`src/rtl/reset_sequencer.sv`:
```
// reset_sequencer: gates a set of active-low domain resets on a filtered
// PLL lock, releases them in ascending order at programmable counter
// thresholds, and re-asserts them in reverse order on lock loss or on a
// soft re-sequence request.
`timescale 1ns / 1ps

module reset_sequencer #(
  parameter int unsigned NUM_STAGES  = 3,
  parameter int unsigned CNT_W       = 22,
  parameter int unsigned FIRST_DELAY = 32'h1FFFFF,
  parameter int unsigned STAGE_STEP  = 32'h100000,
  parameter int unsigned LOCK_FILT   = 4,
  parameter int unsigned ASSERT_GAP  = 16
) (
  input  logic                  iCLK,
  input  logic                  reset_reg,
  input  logic                  iLOCK,
  input  logic                  iSOFT_RST,
  output logic [NUM_STAGES-1:0] oRST_N,
  output logic                  oREADY
);

  localparam int unsigned LOCK_W = $clog2(LOCK_FILT + 1);
  localparam int unsigned GAP_W  = $clog2(ASSERT_GAP + 1);

  localparam logic [63:0] LAST_T  = 64'(FIRST_DELAY) + 64'(NUM_STAGES - 1) * 64'(STAGE_STEP);
  localparam logic [63:0] CNT_MAX = (CNT_W >= 64) ? '1 : ((64'd1 << CNT_W) - 64'd1);

  localparam logic [LOCK_W-1:0] LOCK_LAST = LOCK_W'(LOCK_FILT - 1);
  localparam logic [GAP_W-1:0]  GAP_LAST  = GAP_W'(ASSERT_GAP - 1);

  // Parameter sanity: refuse to build a sequencer whose schedule cannot work.
  if (NUM_STAGES < 1 || NUM_STAGES > 16) begin : g_bad_stages
    $error("reset_sequencer: NUM_STAGES must be in 1..16");
  end
  if (LOCK_FILT < 1) begin : g_bad_lock_filt
    $error("reset_sequencer: LOCK_FILT must be at least 1");
  end
  if (ASSERT_GAP < 1) begin : g_bad_assert_gap
    $error("reset_sequencer: ASSERT_GAP must be at least 1");
  end
  if (LAST_T > CNT_MAX) begin : g_bad_schedule
    $error("reset_sequencer: last release threshold does not fit in CNT_W bits");
  end

  typedef enum logic [1:0] {
    WAIT_LOCK,
    COUNT_UP,
    RUN,
    SHUTDOWN
  } state_t;

  state_t                  state, state_d;
  logic [CNT_W-1:0]        cnt, cnt_d;
  logic [LOCK_W-1:0]       lock_cnt, lock_cnt_d;
  logic [GAP_W-1:0]        gap_cnt, gap_cnt_d;
  logic [NUM_STAGES-1:0]   rst_n_d;
  logic                    ready_d;
  logic [NUM_STAGES-1:0]   release_mask;
  logic                    last_hit;
  logic                    abort;

  // Counter value at which stage k is released.
  function automatic logic [CNT_W-1:0] threshold(input int k);
    logic [63:0] t;
    t = 64'(FIRST_DELAY) + 64'(k) * 64'(STAGE_STEP);
    return t[CNT_W-1:0];
  endfunction

  // Stages whose release threshold matches the current count.
  always_comb begin
    release_mask = '0;
    for (int k = 0; k < int'(NUM_STAGES); k++) begin
      release_mask[k] = (cnt == threshold(k));
    end
    last_hit = (cnt == threshold(int'(NUM_STAGES) - 1));
  end

  // Next-state and next-output logic.
  // NOTE: every variable gets its hold value first, so no path through the
  // case statement can leave one unassigned and infer a latch.
  always_comb begin
    state_d    = state;
    cnt_d      = cnt;
    lock_cnt_d = lock_cnt;
    gap_cnt_d  = gap_cnt;
    rst_n_d    = oRST_N;
    ready_d    = oREADY;
    abort      = !iLOCK || iSOFT_RST;

    case (state)
      WAIT_LOCK: begin
        if (!iLOCK) begin
          lock_cnt_d = '0;
        end else if (lock_cnt == LOCK_LAST) begin
          state_d    = COUNT_UP;
          cnt_d      = '0;
          lock_cnt_d = '0;
        end else begin
          lock_cnt_d = lock_cnt + 1'b1;
        end
      end

      COUNT_UP, RUN: begin
        if (abort) begin
          // Released stages always form a low-order run of ones, so
          // dropping the highest released stage is a right shift.
          state_d   = SHUTDOWN;
          ready_d   = 1'b0;
          gap_cnt_d = '0;
          rst_n_d   = oRST_N >> 1;
        end else if (state == COUNT_UP) begin
          cnt_d   = cnt + 1'b1;
          rst_n_d = oRST_N | release_mask;
          if (last_hit) begin
            state_d = RUN;
            ready_d = 1'b1;
          end
        end
      end

      SHUTDOWN: begin
        if (oRST_N == '0) begin
          state_d    = WAIT_LOCK;
          lock_cnt_d = '0;
          cnt_d      = '0;
        end else if (gap_cnt == GAP_LAST) begin
          rst_n_d   = oRST_N >> 1;
          gap_cnt_d = '0;
        end else begin
          gap_cnt_d = gap_cnt + 1'b1;
        end
      end

      default: state_d = WAIT_LOCK;
    endcase
  end

  // State and output registers with synchronous reset taking priority.
  // NOTE: sequential state uses non-blocking assignments so every register
  // samples its next value from the same pre-edge snapshot.
  always_ff @(posedge iCLK) begin
    if (reset_reg) begin
      state    <= WAIT_LOCK;
      cnt      <= '0;
      lock_cnt <= '0;
      gap_cnt  <= '0;
      oRST_N   <= '0;
      oREADY   <= 1'b0;
    end else begin
      state    <= state_d;
      cnt      <= cnt_d;
      lock_cnt <= lock_cnt_d;
      gap_cnt  <= gap_cnt_d;
      oRST_N   <= rst_n_d;
      oREADY   <= ready_d;
    end
  end

endmodule
```
`config.mk`:
```
export PLATFORM = sky130hd
export DESIGN_NAME = reset_sequencer
export DESIGN_NICKNAME = d
export VERILOG_FILES = /design/src/rtl/reset_sequencer.sv
export SDC_FILE = /design/constraint.sdc
export NUM_CORES = 1
export LEC_CHECK = 0
export BUFFER_PORTS_ARGS = -buffer_cell sky130_fd_sc_hd__clkbuf_2
export CORE_ASPECT_RATIO = 0.8
export CORE_MARGIN = 4
export CORE_UTILIZATION = 65
export DETAILED_ROUTE_END_ITERATION = 12
export GPL_TIMING_DRIVEN = 0
export PLACE_DENSITY = 0.89
export SKIP_LAST_GASP = 1
export SYNTH_ARGS = -nofsm -noshare
export SYNTH_HDL_FRONTEND = slang
export SYNTH_SLANG_ARGS = --single-unit
export TNS_END_PERCENT = 10
```
`constraint.sdc`:
```
create_clock -name iCLK -period 3.55 [get_ports iCLK]
set_clock_uncertainty 0.15 [all_clocks]
set_input_delay 0.1775 -clock iCLK [delete_from_list [all_inputs] [get_ports iCLK]]
set_output_delay 0.1775 -clock iCLK [all_outputs]
set_load 0.02 [all_outputs]
```
==> impl_results.md <==
- Status: finished, final reports clean
- Slew margin rel.: 0.632
- Primary FF master, synth: dfxtp_1
- Syn Area/Cell: 8.11 µm²
- Rows: 18
- Routability congestion estimate: 0.949
- WHS Path Cells: 3
- Fillers: 244
- Peak supply drop: 332 µV
- Clock Tree Buf Depth: 2
- CTS root buf: clkbuf_8
- Hold Violations, Final: 0
- RSZ-0062 raised after global routing: false
- Via count: 2258
- Max Slew Vio Count: 0
- CP endpoint kind: flop
- Post-CTS setup repair buffer count: 0
- WL final: 5630 µm
- Clk_lat worst skew: 0.29 ns
- Post-synth EDFFs: 0
- Pre-antenna DRT Iters: 4
- Setup violators final: 0
- Multi-input gate area: 1380 µm²
- Leakage power total: 0.000783 µW
- Initial antenna violation count: 0
- Syn Std Cell Area: 2210 µm²
- Vias in the first global route: 2064
- Worst hold slack: 0.0281 ns
- Fin nets: 298
- Crit path time final: 2.54 ns
- Setup CP Type: reg2reg
- CTS tree: built
- Worst R2R Setup Slack: 1.01 ns
- Dpl hpwl: 3810 µm
- Core area: 3180 µm²
- Crit path cell chain: ha_1 -> buf_2 -> o31ai_1 -> o21ai_0 -> clkbuf_1 -> buf_1 -> o211ai_1 -> mux2i_1
- Post-synthesis mux area share: 0.0588
- Cts bufs inserted: 5
- CP arrival: 2.60 ns
- Synth warnings: 0
- Sequential-to-total area share from yosys stat: 0.325
- Worst-margin pin slew: 0.538 ns
- Synth Area in Simple Gates: 0.296
- H-tree depth: 2
- Synth Area in Compound Gates: 0.223
- Critical Path Stages: 8
- Power Density: 532 nW/µm²
- WL/cell: 17.2 µm
- Clk pin slew, worst setup/hold paths: 0.07 ns
- Slowest-stage cell, CP: buf_1
- Cells after synthesis: 273
- Gr ovfl total: 0
- Final Cycle Share: 0.715
- Sink Count: 36
- IO Port Bufs: 7
- I/O pins: 8
- Area growth from synthesis to layout: 7.34%
- Synth Register Bits: 36
- Residual DRC: 0
- CP delay by family, top: buffers and inverters
- Commonest cells post-synth: 36 x dfxtp_1, 19 x a21oi_1, 19 x nor2_1, 19 x o21ai_0, 15 x o211ai_1
- Pwr Total: 1260 µW
- Hold Crit Class: in2reg
- Share of the synthesized area in the top cell type: 0.325
- Resize count post-CTS: 0
- Main combinational cell family by area after synthesis: simple AND/OR/NAND/NOR gates
- Die Y-Extent: 60.2 µm
- Synth Area in Adders: 0.0395
- Ant diodes: 0
- Crit path largest cell delay: 0.43 ns
- CP Max Fanout: 10
- Hold_buf cts: 0
- First-pass GRT wire length: 9500 µm
- Highest Clock Rate: 394 MHz
- Final Util: 0.749
- Placed insts: 320
- Top cells by area, synth: dfxtp_1 33%, mux2i_1 5.9%, o211ai_1 5.1%
- Sum of negative setup slack: 0 ns
- GRT Util Overall: 0.276
- Vias per cell: 6.91
- Width of the die: 73.3 µm
- Req. time, crit path: 3.61 ns
- Post-synth net total: 284
- Buf/Inv on CP: 3
- Critical Path Source Type: flop
- R2R depth: 8
- Xor and xnor area share after synthesis: 0.00395
- Max cap viols: 0
- Die area: 4410 µm²
- Final ANT Viol Nets: 0
- Initial cell density of the core: 0.697
- Asr flop ratio synth: 0
- Sequential Area: 721 µm²
- Detailed Route Iter0 Violations: 242
- Synth unique cells: 47
- Synth area leader: dfxtp_1
- Pin count of the biggest net entering global routing: 11
- Post-route insts no fill: 327
- Most frequent cell after synthesis: dfxtp_1
- Layout cell share with drive strength beyond 1: 0.0941
cell usage in the layout (no fill, tap or decap), types with 3 or more instances in the layout:
cell | netlist | routed
a21oi_1 | 19 | 19
and3_1 | 3 | 3
and4_1 | 4 | 4
buf_2 | 4 | 4
clkbuf_1 | 13 | 14
clkbuf_2 | 0 | 7
clkbuf_8 | 0 | 5
dfxtp_1 | 36 | 36
ha_1 | 7 | 7
inv_1 | 11 | 11
mux2i_1 | 13 | 13
nand2_1 | 11 | 11
nand2b_1 | 3 | 3
nand3_1 | 6 | 6
nand3b_1 | 3 | 3
nand4_1 | 9 | 9
nor2_1 | 19 | 19
nor3_1 | 9 | 9
nor4_1 | 9 | 9
nor4b_1 | 4 | 4
o211ai_1 | 15 | 15
o21ai_0 | 19 | 19
o31ai_1 | 10 | 10
or3_1 | 4 | 4
or4_1 | 11 | 11
final timing paths:
kind / from / end
worst max-delay path: state[1]$_SDFFE_PP0P_ / cnt[19]$_SDFFE_PP0P_
worst min-delay path: reset_reg / oRST_N[0]$_SDFFE_PP0P_
worst max register to register: state[1]$_SDFFE_PP0P_ / cnt[19]$_SDFFE_PP0P_
worst min register to register: gap_cnt[4]$_SDFFE_PP0P_ / gap_cnt[4]$_SDFFE_PP0P_
routing by layer:
metal,vias up,global-route usage,routed length (µm)
li1,1082,-,-
met1,1059,0.387,2580
met2,100,0.410,2460
met3,17,0.0538,480
met4,0,0.121,116
met5,-,0,0
flip-flops by register name, indices dropped and copies added (netlist names):
name and count:
cnt 22, gap_cnt 5, lock_cnt 3, oRST_N 3, state 2, oREADY 1
worst reg2reg max path, cell delays in order, from the launching register on:
cell	delay, ns
dfxtp_1	0.39
ha_1	0.20
buf_2	0.24
o31ai_1	0.12
o21ai_0	0.14
clkbuf_1	0.37
buf_1	0.43
o211ai_1	0.21
mux2i_1	0.20
cell type report:
| type | instances | share of cell area |
|---|---|---|
| Buffer | 18 | 0.0305 |
| Clock buffer | 6 | 0.0305 |
| Clock inverter | 1 | 0.00211 |
| Inverter | 12 | 0.0189 |
| Multi-Input combinational cell | 207 | 0.579 |
| Sequential cell | 36 | 0.303 |
| Tap cell | 40 | 0.0211 |
| Timing Repair Buffer | 7 | 0.0147 |
cell families (layout without fill, tap and decap cells):
kind of cell	count (synthesis)	in the layout
fa+ha+maj	7	7
xor+xnor	1	1
simple gates	109	109
buf+inv	30	44
flops	36	36
compound gates	77	77
mux	13	13
where the power goes:
| part | switching (µW) | leakage, µW | total (µW) | internal (µW) |
|---|---|---|---|---|
| registers | 30.4 | 0.000290 | 458 | 427 |
| logic | 391 | 0.000451 | 530 | 139 |
| clock network | 143 | 0.0000410 | 276 | 133 |
stage by stage:
stage               setup slack [ns]  cell area, µm²
floorplan                       1.44            2210
global placement                1.17            2300
detailed placement              1.15            2300
CTS                             1.11            2380
global route                   0.856            2380
finish                          1.01            2380
No activity file was read; power rests on OpenSTA's default activity.
